### config.mk
export PLATFORM = sky130hd
export DESIGN_NAME = pwm_dac
export DESIGN_NICKNAME = d
export VERILOG_FILES = /design/src/rtl/pwm_dac_pkg.sv /design/src/rtl/pwm_period_timer.sv /design/src/rtl/pwm_dac.sv
export SDC_FILE = /design/constraint.sdc
export NUM_CORES = 1
export LEC_CHECK = 0
export ABC_AREA = 1
export BUFFER_PORTS_ARGS = -buffer_cell sky130_fd_sc_hd__buf_2
export CAP_MARGIN = 20
export CORE_MARGIN = 3
export CORE_UTILIZATION = 40
export CTS_CLUSTER_DIAMETER = 60
export DETAILED_ROUTE_END_ITERATION = 7
export PLACE_DENSITY = 0.62
export SLEW_MARGIN = 20
export SYNTH_ARGS = -nofsm -noshare
export SYNTH_HDL_FRONTEND = slang
export SYNTH_SLANG_ARGS = --single-unit
### constraint.sdc
create_clock -name clk -period 3 [get_ports clk]
set_input_delay 0.6 -clock clk [delete_from_list [all_inputs] [get_ports clk]]
set_output_delay 0.6 -clock clk [all_outputs]
set_load 0.05 [all_outputs]
### src/rtl/pwm_dac_pkg.sv
// Shared widths, phase limits and ramp FSM encodings for the PWM DAC output stage.
package pwm_dac_pkg;

  localparam int unsigned DUTY_W     = 7;
  localparam int unsigned DUTY_MAX   = 127;
  localparam int unsigned PHASE_LAST = DUTY_MAX - 1;
  localparam int unsigned PRESC_W    = 16;
  localparam int unsigned RAMP_W     = 8;
  localparam int unsigned STATE_W    = 2;

  localparam logic [STATE_W-1:0] ST_IDLE      = 2'd0;
  localparam logic [STATE_W-1:0] ST_RAMP_UP   = 2'd1;
  localparam logic [STATE_W-1:0] ST_RAMP_DOWN = 2'd2;

  typedef logic [DUTY_W-1:0] duty_t;

  // One LSB toward tgt; holds when already there.
  function automatic duty_t step_toward(input duty_t cur, input duty_t tgt);
    duty_t res;
    res = cur;
    if (tgt > cur) begin
      res = cur + DUTY_W'(1);
    end else if (tgt < cur) begin
      res = cur - DUTY_W'(1);
    end
    return res;
  endfunction

endpackage

### src/rtl/pwm_period_timer.sv
// Prescaler and 127-slot phase counter; flags slot ticks and the PWM period boundary.
module pwm_period_timer
  import pwm_dac_pkg::*;
#(
  parameter int unsigned PRESCALE = 78
) (
  input  logic              clk,
  input  logic              reset_p,
  output logic [DUTY_W-1:0] phase,
  output logic              slot_tick_c,
  output logic              period_boundary_c
);

  localparam logic [PRESC_W-1:0] PRESC_LAST = PRESC_W'(PRESCALE - 1);
  localparam logic [DUTY_W-1:0]  PHASE_END  = DUTY_W'(PHASE_LAST);

  logic [PRESC_W-1:0] presc;

  assign slot_tick_c       = (presc == PRESC_LAST);
  assign period_boundary_c = slot_tick_c && (phase == PHASE_END);

  always_ff @(posedge clk or posedge reset_p) begin
    if (reset_p) begin
      presc <= '0;
      phase <= '0;
    end else if (slot_tick_c) begin
      presc <= '0;
      phase <= (phase == PHASE_END) ? '0 : phase + DUTY_W'(1);
    end else begin
      presc <= presc + PRESC_W'(1);
    end
  end

endmodule

### src/rtl/pwm_dac.sv
// PWM DAC: soft-fading duty level applied only at period boundaries, compared against the phase.
module pwm_dac
  import pwm_dac_pkg::*;
#(
  parameter int unsigned PRESCALE     = 78,
  parameter int unsigned RAMP_PERIODS = 4
) (
  input  logic              clk,
  input  logic              reset_p,
  input  logic [DUTY_W-1:0] level_in,
  input  logic              level_valid,
  input  logic              enable,
  output logic              pwm_out,
  output logic [DUTY_W-1:0] level_now,
  output logic              busy,
  output logic              period_start
);

  localparam bit RAMP_OFF = (RAMP_PERIODS == 0);
  localparam logic [RAMP_W-1:0] RAMP_LAST =
    RAMP_OFF ? RAMP_W'(0) : RAMP_W'(RAMP_PERIODS - 1);

  logic [DUTY_W-1:0]  phase;
  logic               slot_tick_c;
  logic               period_boundary_c;
  logic               boundary_c;

  logic [DUTY_W-1:0]  target;
  logic [STATE_W-1:0] state;
  logic [STATE_W-1:0] state_nxt;
  logic [DUTY_W-1:0]  level_nxt;
  logic [RAMP_W-1:0]  ramp_cnt;
  logic [RAMP_W-1:0]  ramp_nxt;
  duty_t              stepped_c;

  pwm_period_timer #(
    .PRESCALE (PRESCALE)
  ) u_timer (
    .clk               (clk),
    .reset_p           (reset_p),
    .phase             (phase),
    .slot_tick_c       (slot_tick_c),
    .period_boundary_c (period_boundary_c)
  );

  assign boundary_c = slot_tick_c && period_boundary_c;
  assign stepped_c  = step_toward(level_now, target);
  assign busy       = (level_now != target);

  // Last strobe wins; a boundary in the same cycle still sees the previous target.
  always_ff @(posedge clk or posedge reset_p) begin
    if (reset_p) begin
      target <= '0;
    end else if (level_valid) begin
      target <= level_in;
    end
  end

  always_ff @(posedge clk or posedge reset_p) begin
    if (reset_p) begin
      state     <= ST_IDLE;
      level_now <= '0;
      ramp_cnt  <= '0;
    end else begin
      state     <= state_nxt;
      level_now <= level_nxt;
      ramp_cnt  <= ramp_nxt;
    end
  end

  // Ramp decisions happen only at period boundaries so a period's duty never changes mid-way.
  always_comb begin
    state_nxt = state;
    level_nxt = level_now;
    ramp_nxt  = ramp_cnt;
    if (boundary_c) begin
      if (RAMP_OFF) begin
        state_nxt = ST_IDLE;
        level_nxt = target;
        ramp_nxt  = '0;
      end else begin
        case (state)
          ST_RAMP_UP, ST_RAMP_DOWN: begin
            if (target == level_now) begin
              state_nxt = ST_IDLE;
              ramp_nxt  = '0;
            end else begin
              // Direction follows the target; the step cadence is kept across a reversal.
              state_nxt = (target > level_now) ? ST_RAMP_UP : ST_RAMP_DOWN;
              if (ramp_cnt >= RAMP_LAST) begin
                level_nxt = stepped_c;
                ramp_nxt  = '0;
                if (stepped_c == target) begin
                  state_nxt = ST_IDLE;
                end
              end else begin
                ramp_nxt = ramp_cnt + RAMP_W'(1);
              end
            end
          end
          default: begin
            ramp_nxt = '0;
            if (target > level_now) begin
              state_nxt = ST_RAMP_UP;
            end else if (target < level_now) begin
              state_nxt = ST_RAMP_DOWN;
            end else begin
              state_nxt = ST_IDLE;
            end
          end
        endcase
      end
    end
  end

  // Phase tops out at 126, so level 127 is solid high and level 0 solid low.
  always_ff @(posedge clk or posedge reset_p) begin
    if (reset_p) begin
      pwm_out      <= 1'b0;
      period_start <= 1'b0;
    end else begin
      pwm_out      <= enable && (phase < level_now);
      period_start <= boundary_c;
    end
  end

endmodule

==> qor.txt, run 1 <==
Status = finished clean
Worst-margin pin slew = 518 ps
Syn Area/Cell = 7.42 sq um
H-tree depth = 2
Data required, critical path = 2400 ps
Crit-path cells = inv_1 > ha_1 > nand3_1 > nor3_4 > inv_2 > buf_2
Slew Limit Headroom = 65.4%
PortBufs = 20
Fin area = 0.00337 sq mm
Crit path from = level_now[2]
Cell area after placement = 0.00325 sq mm
Hold buffer count at CTS = 0
Routability Congestion = 0.871
Post-CTS sizing = 0
Type of the most critical hold path = input port to asynchronous set/reset pin
# DRC = 0
Max-slew violation count = 0
Unique masters post-synth = 35
Dominant cell type by area after synthesis = dfrtp_1
CP top delay family = flip-flops
CP max stage cell = dfrtp_1
Worst skew pair latency = 310 ps
Ports = 21
Initial antenna violation count = 0
Crit path depth = 6
Setup crit end = busy
Share of the yosys chip area belonging to registers = 40.1%
Core Util, Final = 45.9%
Total GRT Usage = 16.0%
Starting Density = 41.7%
Max stage delay on crit path = 500 ps
Die height = 93.4 microns
Final min period = 2680 ps
PwrDens = 394 mW/mm^2
Area grow syn2layout = 10.2%
RSZ-0062 raised after global routing = no
Yosys reg bits = 49
R2R setup slack = 430 ps
First-pass GRT wire length = 11.1 mm
CTS sink cnt = 49
Largest net degree at the start of global routing = 27
Diodes inserted = 0
Final wirelength = 6.29 mm
Final setup viols = 0
Buffer and inverter count on the worst path = 3
Clk root buf = clkbuf_8
Setup TNS = 0 ps
Critical R2R Capture = state[0]
Reg-to-Reg Start = level_now[2]
Synth top area cells = dfrtp_1 (40%), nand2_1 (15%), ha_1 (8.2%), inv_1 (7.9%), o21ai_0 (4.9%)
Max FO, Critical Path = 9
Worst Path Arrival = 2080 ps
Top_reg_cell synth = dfrtp_1
Gr ovfl total = 0
Clk pin slew, worst setup/hold paths = 90 ps
R2R cell count = 14
CTS buffer count = 5
Yosys Warn Count = 0
LEAKAGE = 1.79 nW
Final Hold Fails = 0
Synth async-reset ratio = 100%
Share of cells above drive strength 1 = 10.1%
Yosys top cell area share = 40.1%
WS Path Type = register to primary output
Post-detail-place hpwl = 4.94 mm
Via/cell ratio = 4.87
Post-Syn Area = 0.00306 sq mm
Worst slack at placement = 403 ps
Syn nets = 443
Routed Antenna Nets = 0
Final worst setup slack = 319 ps
# placed instances = 527
Die area = 0.00872 sq mm
Vias in the first global route = 2377
First-pass DRT Iterations = 4
Element type at the critical path start = register
Max cap viols = 0
Post-synth EDFFs = 0
CTS tree = built
Max Buffers Root-to-Sink = 2
Initial DRC count = 89
VDD IR max = 0.000153 V
# Post-CTS Setup Buffers = 0
Fin nets = 466
Vias = 2606
Gate Count Post-Synth = 412
Fin crit share = 89.4%
WL per Instance = 11.8 microns
Crit. End Element = primary output
Clk_skew = 7.89 ps
Die X = 93.4 microns
Row Count = 31
Post-route insts no fill = 535
Core Area = 0.00733 sq mm
Max Fclk = 373 MHz
[cells by family after synthesis]
logic type	synth area share (%)
flip-flops	40.1
AO/OA/AOI/OAI	8.48
AND/OR/NAND/NOR	31.0
buffers and inverters	9.62
adder cells (fa/ha/maj)	8.19
XOR/XNOR	2.58
[stage by stage]
| stage | hold WS, ps | total power, mW |
|---|---|---|
| 2_1_floorplan | 437 | 0.811 |
| 3_3_place_gp | 450 | 0.843 |
| 3_5_place_dp | 453 | 0.845 |
| 4_1_cts | 322 | 1.35 |
| 5_1_grt | 340 | 1.40 |
| 6_report | 307 | 1.33 |
[cell usage after synthesis (8+ instances only)]
cell type	count
nor3_1	10
a21oi_1	9
nand4_1	10
xor2_1	8
dfrtp_1	49
nand2_1	120
o21ai_0	30
nor2_1	33
ha_1	20
inv_1	64
nand3_1	27
[report_power, final]
group	internal (mW)	switching (mW)
combinational	0.0493	0.105
clock	0.271	0.226
sequential	0.668	0.00739
total	0.989	0.339
[registers in the layout, indices dropped and copies added (netlist names)]
signal and cells:
u_timer.phase 7, pwm_out 1, target 7, state 2
u_timer.presc 16, period_start 1, ramp_cnt 8, level_now 7
[worst register-to-register path: stages, from the launching register on]
cell     delay [ps]
dfrtp_1         500
inv_1           140
ha_1            350
a21oi_1         150
nand2_1         100
a21oi_1         430
nand2_1         140
nand3_1         130
nand2_1          50
nand2_1          60
nand2_1          70
nor2_1           90
nand3_1         110
nand2_1          90
nand2_1          50
[cells in the final DEF, fill, tap and decap left out, types with 2 or more instances in the layout]
master	count
nand2_2	2
nand3b_1	2
o21ai_0	30
buf_2	20
nand4_1	10
inv_1	63
a21oi_1	9
nor3_1	10
nor4_1	3
inv_2	4
nand3_1	27
dfrtp_1	49
xor2_1	8
nor2_1	33
clkbuf_8	6
ha_1	20
nand2_1	120
and3_1	2
[routing by layer]
layer / wire [microns] / global-route usage [%] / share of wire, % / vias up
li1: - / - / - / 1367
met1: 3120 / 22.1 / 50 / 1201
met2: 2920 / 25.7 / 46 / 31
met4: 77 / 4.76 / 1.2 / 0
met5: 0 / 0 / 0 / -
met3: 178 / 2.65 / 2.8 / 7
[worst min-delay path by stage]
stage / cells after the start / to / start / slack, ps
after floorplan: 2 / ramp_cnt[2] / ramp_cnt[2] / 440
after global placement: 2 / ramp_cnt[5] / ramp_cnt[5] / 450
after detailed placement: 2 / ramp_cnt[4] / ramp_cnt[4] / 450
after CTS: 2 / u_timer.presc[9] / reset_p / 320
after global routing: 2 / u_timer.presc[6] / reset_p / 340
final: 2 / u_timer.presc[8] / reset_p / 310
[final cells by class]
cell class,instances,area [sq um]
Tap cell,99,124
Multi-Input combinational cell,290,1540
Timing Repair Buffer,21,108
Clock inverter,2,37.5
Inverter,68,255
Clock buffer,6,82.6
Sequential cell,49,1230
Fill cell,723,3960
Power figures use the tool's default switching activity.
==> run 2, diff against run 1 <==
- PLACE_DENSITY: 0.62 -> default
- PLACE_DENSITY_LB_ADDON: default -> 0.2
==> qor.txt, run 2 (synthesis results as in run 1) <==
Combinational group share of total power = 11.2% (-0.4 points)
Max stage delay on crit path = 540 ps (+40 ps)
Post-CTS sizing = 0 (unchanged)
Die X = 93.4 microns (unchanged)
Row Count = 31 (unchanged)
WS Path Type = register to primary output
Clk pin slew, worst setup/hold paths = 100 ps (about the same)
Worst skew pair latency = 310 ps (about the same)
PwrDens = 412 mW/mm^2 (+4.5%)
WL per Instance = 12.3 microns (+4.8%)
Routed Antenna Nets = 0 (unchanged)
First-pass DRT Iterations = 4 (unchanged)
Worst-margin pin slew = 522 ps (+3.16 ps)
Reg-to-Reg Start = level_now[2]
Fin area = 0.00339 sq mm (+0.63%)
Data required, critical path = 2400 ps (about the same)
Area grow syn2layout = 10.9%
Post-detail-place hpwl = 5.13 mm (+3.9%)
Crit-path cells = inv_1 > ha_1 > nand3_1 > nor3_4 > inv_2 > buf_2
Metal-1 WL = 3.25 mm (+4.4%)
Final setup viols = 0 (unchanged)
Initial antenna violation count = 0 (unchanged)
Part of the power in registers = 48.5% (-2.4 points)
Storage cell area = 0.00123 sq mm (unchanged)
Met3 WL = 211 microns (+19%)
# Post-CTS Setup Buffers = 0 (unchanged)
Max Fclk = 371 MHz (-0.58%)
Die height = 93.4 microns (unchanged)
VDD IR max = 0.000201 V (+32%)
Starting Density = 41.7% (unchanged)
Setup TNS = 0 ps (unchanged)
Max Buffers Root-to-Sink = 2 (unchanged)
Initial DRC count = 167 (+88%)
Clock power share = 40.3% (+2.8 points)
Diodes inserted = 0 (unchanged)
CP max stage cell = dfrtp_1
Vias in the first global route = 2505 (+5.4%)
Area of the multi-input gates = 0.00154 sq mm (unchanged)
Largest net degree at the start of global routing = 30 (+11%)
Sw Pwr = 347 uW (+2.5%)
Slew Limit Headroom = 65.2% (-0.21 points)
Largest regs = u_timer.presc: 16 flops, ramp_cnt: 8 flops
Status = finished clean
Vias = 2613 (+0.27%)
Commonest non-fill, non-tap cell in the layout = nand2_1
Final Hold Fails = 0 (unchanged)
Share of cells above drive strength 1 = 10.3% (+0.21 points)
CTS sink cnt = 49 (unchanged)
First-pass GRT wire length = 11.6 mm (+4.6%)
Element type at the critical path start = register
Core Area = 0.00733 sq mm (unchanged)
PortBufs = 20 (unchanged)
Fin nets = 467 (+0.21%)
DR top layer = met4
Switching Share = 24.9% (-0.66 points)
Worst Path Arrival = 2100 ps (+20 ps)
Hold buffer count at CTS = 0 (unchanged)
Via/cell ratio = 4.88 (about the same)
Crit. End Element = primary output
Max cap viols = 0 (unchanged)
CTS buffer count = 5 (unchanged)
CTS tree = built
Top reg by flops = u_timer.presc
Routability Congestion = 0.887 (+1.8%)
RSZ-0062 raised after global routing = no
Clk root buf = clkbuf_8
Pint = 1.05 mW (+6.1%)
Die area = 0.00872 sq mm (unchanged)
Cell area after placement = 0.00326 sq mm (+0.23%)
# DRC = 0 (unchanged)
Largest register FFs = 16 (unchanged)
Ports = 21 (unchanged)
Fin crit share = 89.9% (+0.52 points)
Gr ovfl total = 0 (unchanged)
Max-slew violation count = 0 (unchanged)
Crit path from = level_now[2]
Final min period = 2700 ps (+15.5 ps)
LEAKAGE = 1.80 nW (+0.83%)
Clk_skew = 16.8 ps (+8.95 ps)
Total GRT Usage = 16.4% (+0.37 points)
Type of the most critical hold path = input port to asynchronous set/reset pin
Fillers = 738 (+2.1%)
Met2 routed WL = 3.12 mm (+6.8%)
Commonest non-fill, non-tap cells in the layout = nand2_1 (120), inv_1 (63), dfrtp_1 (49)
H-tree depth = 2 (unchanged)
Final wirelength = 6.61 mm (+5.0%)
Max FO, Critical Path = 9 (unchanged)
==> run 2: path summary, 6_finish.rpt <==
check,slack (ps),depth (start not counted),endpoint
max in group asynchronous,1950,3,u_timer.phase[0]
min in group clk,470,2,ramp_cnt[4]
min,290,2,ramp_cnt[1]
min reg2reg,470,2,ramp_cnt[4]
max,300,6,busy
max reg2reg,380,14,state[1]
==> run 2: metrics by stage <==
step                util [%]  instances  setup slack, ps  hold WS, ps  power, mW
floorplan                  -        412              430          437      0.811
global placement        44.4        528              446          453      0.844
detailed placement      44.4        528              441          453      0.847
CTS                     46.2        536              302          307       1.42
global route            46.2        536              125          324       1.47
finish                  46.2        536              304          290       1.40
==> run 2: final cells by class <==
cell class                      count  share of cell area [%]
Multi-Input combinational cell    290                    45.3
Sequential cell                    49                    36.2
Inverter                           68                    7.53
Tap cell                           99                    3.65
Timing Repair Buffer               22                    3.40
Clock buffer                        5                    2.03
Clock inverter                      3                    1.92
==> run 2: per-layer routing <==
layer / track usage [%] / vias to the layer above
met5: 0 / -
met4: 2.93 / 0
met3: 2.98 / 2
met2: 26.4 / 39
met1: 23.1 / 1210
li1: - / 1362
==> run 2: critical path, delay by kind of cell (launching register included) <==
| family | cells | cell delay [ps] |
|---|---|---|
| AND/OR/NAND/NOR | 2 | 400 |
| buffers and inverters | 3 | 510 |
| flip-flops | 1 | 540 |
| adder cells (fa/ha/maj) | 1 | 340 |
==> run 2: power groups by stage <==
stage | logic (mW) | registers, mW | clock network, mW
5_1_grt | 0.181 | 0.679 | 0.610
3_5_place_dp | 0.157 | 0.691 | 0
6_report | 0.156 | 0.677 | 0.562
2_1_floorplan | 0.124 | 0.687 | 0
3_3_place_gp | 0.153 | 0.691 | 0
4_1_cts | 0.158 | 0.677 | 0.583
